<file path="src/rtl/pipe_hazard_unit.sv">
// Decode-stage hazard unit: tracks in-flight destination registers, selects
// forwarding sources, raises load-use stalls and counts stall/flush events.
module pipe_hazard_unit #(
  parameter int unsigned AW         = 5,
  parameter int unsigned DEPTH      = 4,
  parameter int unsigned LOAD_READY = 2,
  parameter int unsigned CW         = 16
) (
  input  logic                           clk,
  input  logic                           rst,
  input  logic                           id_valid,
  input  logic [AW-1:0]                  id_rs1,
  input  logic [AW-1:0]                  id_rs2,
  input  logic                           id_rs1_use,
  input  logic                           id_rs2_use,
  input  logic [AW-1:0]                  id_rd,
  input  logic                           id_wr_en,
  input  logic                           id_is_load,
  input  logic                           flush,
  input  logic                           clr_cnt,
  output logic                           stall,
  output logic                           issue,
  output logic [$clog2(DEPTH+1)-1:0]     fwd1_sel,
  output logic [$clog2(DEPTH+1)-1:0]     fwd2_sel,
  output logic [CW-1:0]                  stall_cnt,
  output logic [CW-1:0]                  flush_cnt
);

  localparam int unsigned SW = $clog2(DEPTH+1);

  // Tracker: index 0 is stage 1 (EX), index DEPTH-1 is writeback.
  logic [DEPTH-1:0] vld_q, vld_d;
  logic [DEPTH-1:0] ld_q, ld_d;
  logic [AW-1:0]    rd_q [DEPTH];
  logic [AW-1:0]    rd_d [DEPTH];
  logic [CW-1:0]    stall_cnt_q, stall_cnt_d;
  logic [CW-1:0]    flush_cnt_q, flush_cnt_d;

  logic          hit1, hit2, haz1, haz2, rdy, hazard;
  logic [SW-1:0] sel1, sel2;

  // Youngest-match lookup per source and stall/issue decision.
  always_comb begin
    sel1   = '0;
    sel2   = '0;
    hit1   = 1'b0;
    hit2   = 1'b0;
    haz1   = 1'b0;
    haz2   = 1'b0;
    rdy    = 1'b0;
    hazard = 1'b0;
    stall  = 1'b0;
    issue  = 1'b0;
    for (int unsigned s = 0; s < DEPTH; s++) begin
      rdy = !ld_q[s] || ((s + 1) >= LOAD_READY);
      if (!hit1 && id_rs1_use && (id_rs1 != '0) && vld_q[s] && (rd_q[s] == id_rs1)) begin
        hit1 = 1'b1;
        sel1 = rdy ? SW'(s + 1) : '0;
        haz1 = !rdy;
      end
      if (!hit2 && id_rs2_use && (id_rs2 != '0) && vld_q[s] && (rd_q[s] == id_rs2)) begin
        hit2 = 1'b1;
        sel2 = rdy ? SW'(s + 1) : '0;
        haz2 = !rdy;
      end
    end
    hazard = id_valid && (haz1 || haz2);
    if (!rst) begin
      stall = 1'b0;
      issue = id_valid;
    end else begin
      stall = hazard && !flush;
      issue = id_valid && !stall && !flush;
    end
  end

  assign fwd1_sel  = sel1;
  assign fwd2_sel  = sel2;
  assign stall_cnt = stall_cnt_q;
  assign flush_cnt = flush_cnt_q;

  // Tracker shift and saturating counters.
  always_comb begin
    vld_d    = '0;
    ld_d     = '0;
    for (int unsigned s = 0; s < DEPTH; s++) rd_d[s] = '0;
    vld_d[0] = issue && id_wr_en && (id_rd != '0);
    rd_d[0]  = id_rd;
    ld_d[0]  = id_is_load;
    for (int unsigned s = 1; s < DEPTH; s++) begin
      vld_d[s] = vld_q[s-1];
      rd_d[s]  = rd_q[s-1];
      ld_d[s]  = ld_q[s-1];
    end

    stall_cnt_d = stall_cnt_q;
    flush_cnt_d = flush_cnt_q;
    if (clr_cnt) begin
      stall_cnt_d = '0;
      flush_cnt_d = '0;
    end else begin
      if (stall && (stall_cnt_q != '1)) stall_cnt_d = stall_cnt_q + CW'(1);
      if (flush && id_valid && (flush_cnt_q != '1)) flush_cnt_d = flush_cnt_q + CW'(1);
    end
  end

  always_ff @(posedge clk or negedge rst) begin
    if (!rst) begin
      vld_q       <= '0;
      ld_q        <= '0;
      for (int unsigned s = 0; s < DEPTH; s++) rd_q[s] <= '0;
      stall_cnt_q <= '0;
      flush_cnt_q <= '0;
    end else begin
      vld_q       <= vld_d;
      ld_q        <= ld_d;
      for (int unsigned s = 0; s < DEPTH; s++) rd_q[s] <= rd_d[s];
      stall_cnt_q <= stall_cnt_d;
      flush_cnt_q <= flush_cnt_d;
    end
  end

endmodule

</file>
<file path="config.mk">
export PLATFORM = sky130hd
export DESIGN_NAME = pipe_hazard_unit
export DESIGN_NICKNAME = d
export VERILOG_FILES = /design/src/rtl/pipe_hazard_unit.sv
export SDC_FILE = /design/constraint.sdc
export NUM_CORES = 1
export LEC_CHECK = 0
export ABC_AREA = 1
export BUFFER_PORTS_ARGS = -buffer_cell sky130_fd_sc_hd__clkbuf_2
export CAP_MARGIN = 10
export CORE_MARGIN = 1
export CORE_UTILIZATION = 50
export DETAILED_ROUTE_END_ITERATION = 16
export PLACE_DENSITY = 0.8
export SLEW_MARGIN = 0
export SYNTH_ARGS = -nofsm -noshare
export SYNTH_HDL_FRONTEND = slang
export SYNTH_SLANG_ARGS = --single-unit
</file>
<file path="constraint.sdc">
create_clock -name clk -period 2.2 [get_ports clk]
set_input_delay 0.33 -clock clk [delete_from_list [all_inputs] [get_ports clk]]
set_output_delay 0.33 -clock clk [all_outputs]
set_load 0.03 [all_outputs]
</file>
==> impl_metrics.tcl, run 1 <==
set metrics [dict create \
    gp_congestion 0.933 \
    synth_area_leaders "dfrtp_1, nand2_1, nand3_1" \
    fmax_mhz 471 \
    cap_violations 0 \
    syn_inst 466 \
    grt_pass1_vias 3207 \
    cts_root_buf "clkbuf_8" \
    instances_no_fill 619 \
    cp_slowest_cell "dfrtp_2" \
    portBuffers 63 \
    final_common_cell "nand2_1" \
    cp.required_ns 1.87 \
    drtIter0Drc 180 \
    clk_path_buf_depth 2 \
    ys_warn_count 0 \
    fin_area_mm2 0.00405 \
    initial_core_util_pct 52.9 \
    slew_headroom_pct 53.3 \
    syn_area_mm2 0.00343 \
    ys_ff_latch 57 \
    vias 3436 \
    dieHeight_um 84.9 \
    crit_chain "a21oi_2 > nand2_1 > nor2_1 > nand4_1 > nand2_2 > inv_1 > nand2_1 > nand2_1 > buf_4" \
    grt_max_degree 58 \
    dp_hpwl_um 6400 \
    path_class "register to output port" \
    ir_drop_mv 0.324 \
    wire_per_inst_um 13.8 \
    wl_um 8550 \
    die_w_um 84.9 \
    core_mm2 0.00649 \
    slew_violations 0 \
    critPathMaxStageDelay_ns 0.46 \
    critical_path_arrival_ns 1.79 \
    htree_num_levels 3 \
    clock_latency_ns 0.33 \
    ant_nets 0 \
    hold_path_class "input port to register" \
    crit_buf_inv 2 \
    placed_cell_area_mm2 0.00384 \
    synth_top_area_share_pct 41.5 \
    cpMostUsedCell "nand2_1" \
    antenna_found_initial 0 \
    violations "DRC" \
    period_needed_ns 2.12 \
    p_leak_nw 2.00 \
    tritoncts "yes" \
    power.density_mw_per_mm2 551 \
    cp_max_fo 8 \
    grt_overflow_total 0 \
    synth_top_cell_by_area "dfrtp_1" \
    tns_ns 0 \
    outcome "finished with violations" \
    fill_cells 584 \
    dp_cells 602 \
    yosysSeqAreaShare_pct 41.5 \
    rows 29 \
    post-route-period-util_pct 96.5 \
    drive_gt1_share_pct 19.7 \
    drc 2 \
    syn_nets 492 \
    dieArea_mm2 0.00720 \
    clock-sinks 57 \
    syn_avg_cell_area_um2 7.37 \
    grtUsageTotal_pct 25.4 \
    cts_buffers 9 \
    diodes 0 \
    grt_pass1_wl_um 14400 \
    syn_to_final_growth_pct 17.8 \
    fin_worst_skew_ns 0.00740 \
    reg2reg_slack_ns 0.20 \
    hold_ws_ns 0.0999 \
    cp-end-kind "output port" \
    final_cell_mix "nand2_1, clkbuf_2, dfrtp_1" \
    pin_count 64 \
    worst_pin_slew_ns 0.701 \
    finalSetupViolCount 0 \
    cts_hold_buffers 0 \
    viasPerCell 5.55 \
    rsz0062_at_grt "yes" \
    finalHoldViolations 0 \
    firstDrtPassIters 11 \
    nets 564 \
    worstSetupStartpointType "register" \
    synth_cell_type_count 39 \
    clk_pin_slew_worst_paths_ns 0.06 \
    path_delay_family "simple AND/OR/NAND/NOR gates" \
]
==> layer usage <==
metal | vias up | GRT usage (%) | share of wire, %
met5 | - | 0 | 0
li1 | 1669 | - | -
met1 | 1605 | 32.4 | 44
met4 | 0 | 10.6 | 1.9
met3 | 16 | 6.13 | 6.9
met2 | 146 | 41.6 | 48
==> area by class of cell <==
cell class	count	area, µm²	area share, %
clock buffers	11	141	3.50
clock inverters	4	20.0	0.495
inverters	57	214	5.29
multi-input cells	342	1760	43.5
flip-flops and latches	57	1430	35.3
well taps	77	96.3	2.38
repair buffers	71	388	9.59
==> final timing paths <==
| kind | start | to | cells after the start |
|---|---|---|---|
| worst max-delay path | rd_d[13] | issue | 9 |
| worst min register to register | vld_q[2] | vld_q[3] | 0 |
| max in group asynchronous | rst | rd_d[13] | 2 |
| min in group asynchronous | rst | flush_cnt[10] | 2 |
| worst max register to register | flush_cnt[0] | flush_cnt[6] | 10 |
| worst min-delay path | id_is_load | ld_q[0] | 1 |
==> metrics by stage <==
stage               total power (W)  worst slack [ns]  util [%]
detailed placement          0.00142             0.212      59.1
floorplan                   0.00131             0.285         -
CTS                         0.00225           0.00392      61.6
global placement            0.00142             0.219      59.1
global route                0.00234           -0.0294      62.3
finish                      0.00223            0.0760      62.3
==> report_power, final <==
| part | switching (W) | internal, W | leakage [nW] |
|---|---|---|---|
| Sequential | 0.0000457 | 0.00108 | 0.740 |
| Combinational | 0.000189 | 0.0000932 | 1.17 |
| Clock | 0.000394 | 0.000425 | 0.0887 |
| Total | 0.000629 | 0.00160 | 2.00 |
==> synthesized netlist by cell type <==
master     instances
nand2_1          116
dfrtp_1           57
inv_1             54
nor2_1            54
nand3_1           44
xor2_1            24
a21oi_1           19
nor3_1            15
o21ai_0           15
nand4_1           11
o22ai_1           10
o31ai_1            4
xnor2_1            4
clkbuf_1           3
inv_2              3
nand2_2            3
o2111ai_1          3
buf_2              2
buf_4              2
clkbuf_2           2
ha_1               2
nor4_1             2
a211oi_1           1
a31oi_1            1
and3_1             1
buf_6              1
nand2_4            1
nand3_2            1
nand3_4            1
nand3b_1           1
nor2_2             1
nor3_4             1
nor3b_1            1
o21ai_1            1
o221a_2            1
o221ai_1           1
o41ai_1            1
or2_2              1
or3_1              1
==> what timing repair did <==
item,CTS,global route
pin swaps,0,4
gates resized for setup,1,23
setup buffers,0,2
setup endpoints to repair,2,5
==> cell families after synthesis <==
family / after synthesis / share of synthesized area, %
AO/OA/AOI/OAI: 57 / 9.80
flip-flops: 57 / 41.5
XOR/XNOR: 28 / 7.14
adder cells (fa/ha/maj): 2 / 0.729
buffers and inverters: 67 / 7.91
AND/OR/NAND/NOR: 255 / 32.9
==> registers in the layout, summed over array words and instances, names as in the netlist <==
name / count
flush_cnt: 16
ld_q: 1
rd_d: 15
rd_q: 5
stall_cnt: 16
vld_q: 4
(Power assumes the default switching activity.)
==> run 2, diff against run 1 <==
--- a/config.mk
+++ b/config.mk
@@ -8,10 +8,12 @@
 export ABC_AREA = 1
 export BUFFER_PORTS_ARGS = -buffer_cell sky130_fd_sc_hd__clkbuf_2
 export CAP_MARGIN = 10
+export CELL_PAD_IN_SITES_DETAIL_PLACEMENT = 0
+export CELL_PAD_IN_SITES_GLOBAL_PLACEMENT = 1
 export CORE_MARGIN = 1
-export CORE_UTILIZATION = 50
+export CORE_UTILIZATION = 40
 export DETAILED_ROUTE_END_ITERATION = 16
-export PLACE_DENSITY = 0.8
+export PLACE_DENSITY = 0.87
 export SLEW_MARGIN = 0
 export SYNTH_ARGS = -nofsm -noshare
 export SYNTH_HDL_FRONTEND = slang
==> run 2 against run 1 <==
Compared with the run above: the run now ends clean; critical path depth is 2 lower; clock-buffer cell count is 1 lower; utilization is 12 points lower.
==> impl_metrics.tcl, run 2 (same netlist as run 1, synthesis figures left out) <==
set metrics [dict create \
    outcome "completed" \
    grt_pass1_vias 3212 \
    dp_cells 634 \
    core_mm2 0.00826 \
    hold_path_class "input port to register" \
    worst_pin_slew_ns 0.716 \
    diodes 0 \
    path_class "register to output port" \
    cp-end-kind "output port" \
    fmax_mhz 472 \
    drtIter0Drc 294 \
    clock-sinks 57 \
    cts_hold_buffers 0 \
    ir_drop_mv 0.325 \
    fin_area_mm2 0.00416 \
    reg2reg_slack_ns 0.41 \
    p_leak_nw 2.03 \
    cp.required_ns 1.87 \
    clk_pin_slew_worst_paths_ns 0.06 \
    critical_path_arrival_ns 1.79 \
    grt_max_degree 58 \
    tritoncts "yes" \
    finalSetupViolCount 0 \
    cp_max_fo 8 \
    grt_pass1_wl_um 15500 \
    placed_cell_area_mm2 0.00390 \
    cts_root_buf "clkbuf_8" \
    pin_count 64 \
    final_util_pct 50.3 \
    rsz0062_at_grt "yes" \
    gp_congestion 1.01 \
    wl_um 9490 \
    dieHeight_um 94.6 \
    wire_per_inst_um 14.5 \
    final_cell_mix "nand2_1, clkbuf_2, dfrtp_1" \
    final_common_cell "nand2_1" \
    cap_violations 0 \
    nets 570 \
    dieArea_mm2 0.00896 \
    ant_nets 0 \
    instances_no_fill 652 \
    period_needed_ns 2.12 \
    antenna_found_initial 0 \
    post-route-period-util_pct 96.4 \
    fin_worst_skew_ns 0.00682 \
    rows 33 \
    vias 3420 \
    grt_overflow_total 0 \
    hold_ws_ns 0.106 \
    clock_latency_ns 0.35 \
    drc 0 \
    initial_core_util_pct 41.6 \
    htree_num_levels 3 \
    cts_buffers 9 \
    finalHoldViolations 0 \
    die_w_um 94.6 \
    syn_to_final_growth_pct 21.1 \
    firstDrtPassIters 5 \
    slew_headroom_pct 52.2 \
    grtUsageTotal_pct 22.7 \
    dp_hpwl_um 6910 \
    viasPerCell 5.25 \
    portBuffers 63 \
    clk_path_buf_depth 2 \
    worstSetupStartpointType "register" \
    drive_gt1_share_pct 22.5 \
    power.density_mw_per_mm2 569 \
    slew_violations 0 \
]
## run 2: cell types whose count changed in the layout (fill, tap and decap cells not counted), sizes merged
cell / before / now
buf: 13 / 19
bufinv: 0 / 1
clkbuf: 69 / 68
clkinv: 4 / 3
## run 2: metal layers
metal | vias to the layer above | GRT usage (%) | part of all wire, %
met1 | 1594 | 30.3 | 44
met4 | 0 | 8.71 | 2.7
met2 | 122 | 34.7 | 47
met3 | 25 | 6.52 | 6.5
met5 | - | 0 | 0
li1 | 1679 | - | -
## run 2: repair_timing
action	CTS	global route
buffers inserted	0	4
pin swaps	1	9
resized for setup	3	25
endpoints found under the setup margin	1	7
## run 2: through the flow
stage / worst slack (ns) / total power [W] / TNS (ns)
after floorplan: 0.285 / 0.00131 / 0
after global placement: 0.147 / 0.00143 / 0
after detailed placement: 0.169 / 0.00143 / 0
after CTS: 0.00801 / 0.00238 / 0
after global routing: -0.0363 / 0.00248 / -0.0775
final: 0.0793 / 0.00236 / 0
## run 2: final timing paths
| kind | startpoint | to | cells after the start |
|---|---|---|---|
| min reg2reg | vld_q[2] | vld_q[3] | 0 |
| min | id_rd[1] | rd_d[11] | 1 |
| min in group asynchronous | rst | flush_cnt[10] | 2 |
| max in group asynchronous | rst | rd_d[10] | 2 |
| max | rd_d[13] | fwd2_sel[0] | 7 |
| max reg2reg | flush_cnt[0] | flush_cnt[6] | 10 |
## run 2: where the power goes
part | leakage, nW | total [W] | switching, W | internal [W]
logic | 1.20 | 0.000301 | 0.000202 | 0.0000992
registers | 0.738 | 0.00113 | 0.0000433 | 0.00108
clock network | 0.0978 | 0.000936 | 0.000402 | 0.000534
## run 2: layout make-up
cell class                 count  area [µm²]
sequential                    57        1430
fill                         865        4100
clock buffer                  10         138
timing repair buffer          77         432
inverter                      57         214
clock inverter                 4        45.0
multi-input combinational    342        1770
tap                          105         131
## run 2: critical path, stage by stage (launching register included)
cell and delay, ns:
dfrtp_2 0.46, inv_2 0.08, nand2_2 0.05, a21oi_2 0.12, nand4_1 0.13, or3_1 0.39, nand2_1 0.09, buf_6 0.13
==> run 3, diff against run 2 <==
--- a/config.mk
+++ b/config.mk
@@ -5,13 +5,13 @@
 export SDC_FILE = /design/constraint.sdc
 export NUM_CORES = 1
 export LEC_CHECK = 0
-export ABC_AREA = 1
 export BUFFER_PORTS_ARGS = -buffer_cell sky130_fd_sc_hd__clkbuf_2
 export CAP_MARGIN = 10
 export CELL_PAD_IN_SITES_DETAIL_PLACEMENT = 0
 export CELL_PAD_IN_SITES_GLOBAL_PLACEMENT = 1
 export CORE_MARGIN = 1
-export CORE_UTILIZATION = 40
+export CORE_UTILIZATION = 42
+export CTS_CLUSTER_DIAMETER = 50
 export DETAILED_ROUTE_END_ITERATION = 16
 export PLACE_DENSITY = 0.87
 export SLEW_MARGIN = 0
==> run 3 against run 2 <==
Compared with the run above: register-to-register slack worse by 0.49 ns; setup slack worse by 0.23 ns; the run now ends with setup timing left; clock skew increased by 0.0059 ns; utilization grew 9.4 points; synthesized area is 12% lower; via count is 23% lower; non-clock buffer count grew 29; total power rose by 3.4%; first-iteration DRC count shrank 37%; sequential power barely moved; highest routed layer unchanged; combinational power fell by 23%; global-route usage shrank 0.88 points.
==> impl_metrics.tcl, run 3 <==
set metrics [dict create \
    outcome "finished with violations" \
    violations "setup timing" \
    nets 429 \
    drive_gt1_share_pct 36.8 \
    pin_count 64 \
    layout_setup_ws_ns -0.146 \
    initial_core_util_pct 44.0 \
    dp_hpwl_um 5630 \
    die_w_um 86.8 \
    hold_path_class "input port to async pin" \
    critPathMaxStageDelay_ns 0.43 \
    portBuffers 63 \
    post-place-ws_ns -0.210 \
    finalHoldViolations 0 \
    syn_inst 303 \
    antenna_found_initial 0 \
    wl_um 7620 \
    final_cell_mix "dfrtp_1, clkbuf_2, xor2_1" \
    crit_chain "xor2_1 > nor4_2 > nand4_2 > and2_4 > o211a_4 > buf_8" \
    rows 30 \
    critical_path_arrival_ns 2.02 \
    finalSetupViolCount 14 \
    synth_common_cells "dfrtp_1, xor2_1, nand2_1" \
    ant_nets 0 \
    clk_path_buf_depth 2 \
    slew_violations 0 \
    htree_num_levels 3 \
    grt_pass1_vias 2580 \
    rsz0062_at_grt "yes" \
    final_util_pct 59.8 \
    ir_drop_mv 0.347 \
    power.density_mw_per_mm2 596 \
    grt_pass1_wl_um 12400 \
    cp-end-kind "output port" \
    synth_top_area_share_pct 47.2 \
    yosysMostFrequentCell "dfrtp_1" \
    hold_ws_ns 0.0217 \
    clk_pin_slew_worst_paths_ns 0.07 \
    cap_violations 0 \
    p_leak_nw 1.85 \
    tns_ns -0.679 \
    drtIter0Drc 184 \
    wire_per_inst_um 15.1 \
    synth_ff_type "dfrtp_1" \
    fmax_mhz 426 \
    diodes 0 \
    syn_to_final_growth_pct 35.8 \
    core_mm2 0.00687 \
    syn_avg_cell_area_um2 9.98 \
    yosysSeqAreaShare_pct 47.2 \
    fill_cells 564 \
    firstDrtPassIters 4 \
    ys_ff_latch 57 \
    syn_area_mm2 0.00302 \
    grt_max_degree 35 \
    cts_buffers 9 \
    synth-edff-count 0 \
    cts_root_buf "clkbuf_8" \
    synth_cell_type_count 44 \
    dieArea_mm2 0.00754 \
    syn_nets 329 \
    drc 0 \
    post-route-period-util_pct 107 \
    cp.required_ns 1.87 \
    synth_top_cell_by_area "dfrtp_1" \
    cp_slowest_cell "dfrtp_1" \
    fin_worst_skew_ns 0.0127 \
    async_reset_ff_share_pct 100 \
    slew_headroom_pct 67.9 \
    dieHeight_um 86.8 \
    worstSetupStartpointType "register" \
    worst_pin_slew_ns 0.480 \
    tritoncts "yes" \
    clock-sinks 57 \
    grt_overflow_total 0 \
    clock_latency_ns 0.34 \
    gp_congestion 0.867 \
    synth_area_leaders "dfrtp_1, xor2_1, nand2_1" \
    vias 2619 \
    final_common_cell "dfrtp_1" \
    grtUsageTotal_pct 21.8 \
    period_needed_ns 2.35 \
    ys_warn_count 0 \
    viasPerCell 5.20 \
    cts_hold_buffers 0 \
    cp_max_fo 3 \
    path_class "register to output port" \
]
-- run 3: final timing paths --
path,start,cells past startpoint,slack [ns],endpoint
worst max-delay path,rd_d[12],6,-0.15,issue
worst min-delay path,rst,2,0.02,flush_cnt[6]
worst max register to register,rd_d[12],6,-0.08,stall_cnt[12]
worst min register to register,vld_q[2],0,0.39,vld_q[3]
max in group asynchronous,rst,3,1.44,rd_d[12]
min in group clk,id_is_load,1,0.11,ld_q[0]
-- run 3: worst max-delay path, delay by kind of cell (launching register included) --
family / cells / cell delay (ns)
buffers and inverters: 1 / 0.14
AND/OR/NAND/NOR: 3 / 0.72
AO/OA/AOI/OAI: 1 / 0.24
flip-flops: 1 / 0.43
XOR/XNOR: 1 / 0.17
-- run 3: metrics by stage --
stage | power [W] | cells | area (µm²)
CTS | 0.00246 | 503 | 4060
floorplan | 0.00124 | 303 | 3050
detailed placement | 0.00133 | 483 | 3670
global placement | 0.00132 | 483 | 3670
global route | 0.00255 | 504 | 4110
finish | 0.00245 | 504 | 4110
-- run 3: metal layers --
metal / GRT usage (%) / vias up / part of all wire, % / wire (µm)
met3: 5.52 / 6 / 5.7 / 436
li1: - / 1282 / - / -
met4: 6.97 / 0 / 0.84 / 64
met5: 0 / - / 0 / 0
met2: 33.9 / 71 / 47 / 3550
met1: 29.9 / 1260 / 47 / 3570
-- run 3: final cells by class --
cell class | count | area [µm²] | share of cell area, %
Multi-Input combinational cell | 225 | 1600 | 38.9
Timing Repair Buffer | 106 | 718 | 17.5
Inverter | 4 | 15.0 | 0.366
Tap cell | 96 | 120 | 2.93
Sequential cell | 57 | 1430 | 34.8
Clock inverter | 6 | 90.1 | 2.19
Clock buffer | 10 | 138 | 3.35
-- run 3: what timing repair did --
item                                    CTS  global route
gates cloned                              0             0
endpoints found under the hold margin     0             0
endpoints found under the setup margin   21            23
buffers inserted                          4             1
pin swaps                                22             6
resized for setup                        31             8
-- run 3: report_power, final --
group          total, W  switching, W  internal, W
combinational  0.000231      0.000129     0.000102
sequential      0.00110     0.0000270      0.00107
clock           0.00111      0.000442     0.000672
total           0.00245      0.000598      0.00185
-- run 3: cells by family after synthesis --
logic type,Yosys count,synth area share (%)
compound gates,42,8.90
buf+inv,21,3.97
flops,57,47.2
fa+ha+maj,2,0.828
simple gates,123,21.9
mux,5,1.66
xor+xnor,53,15.6
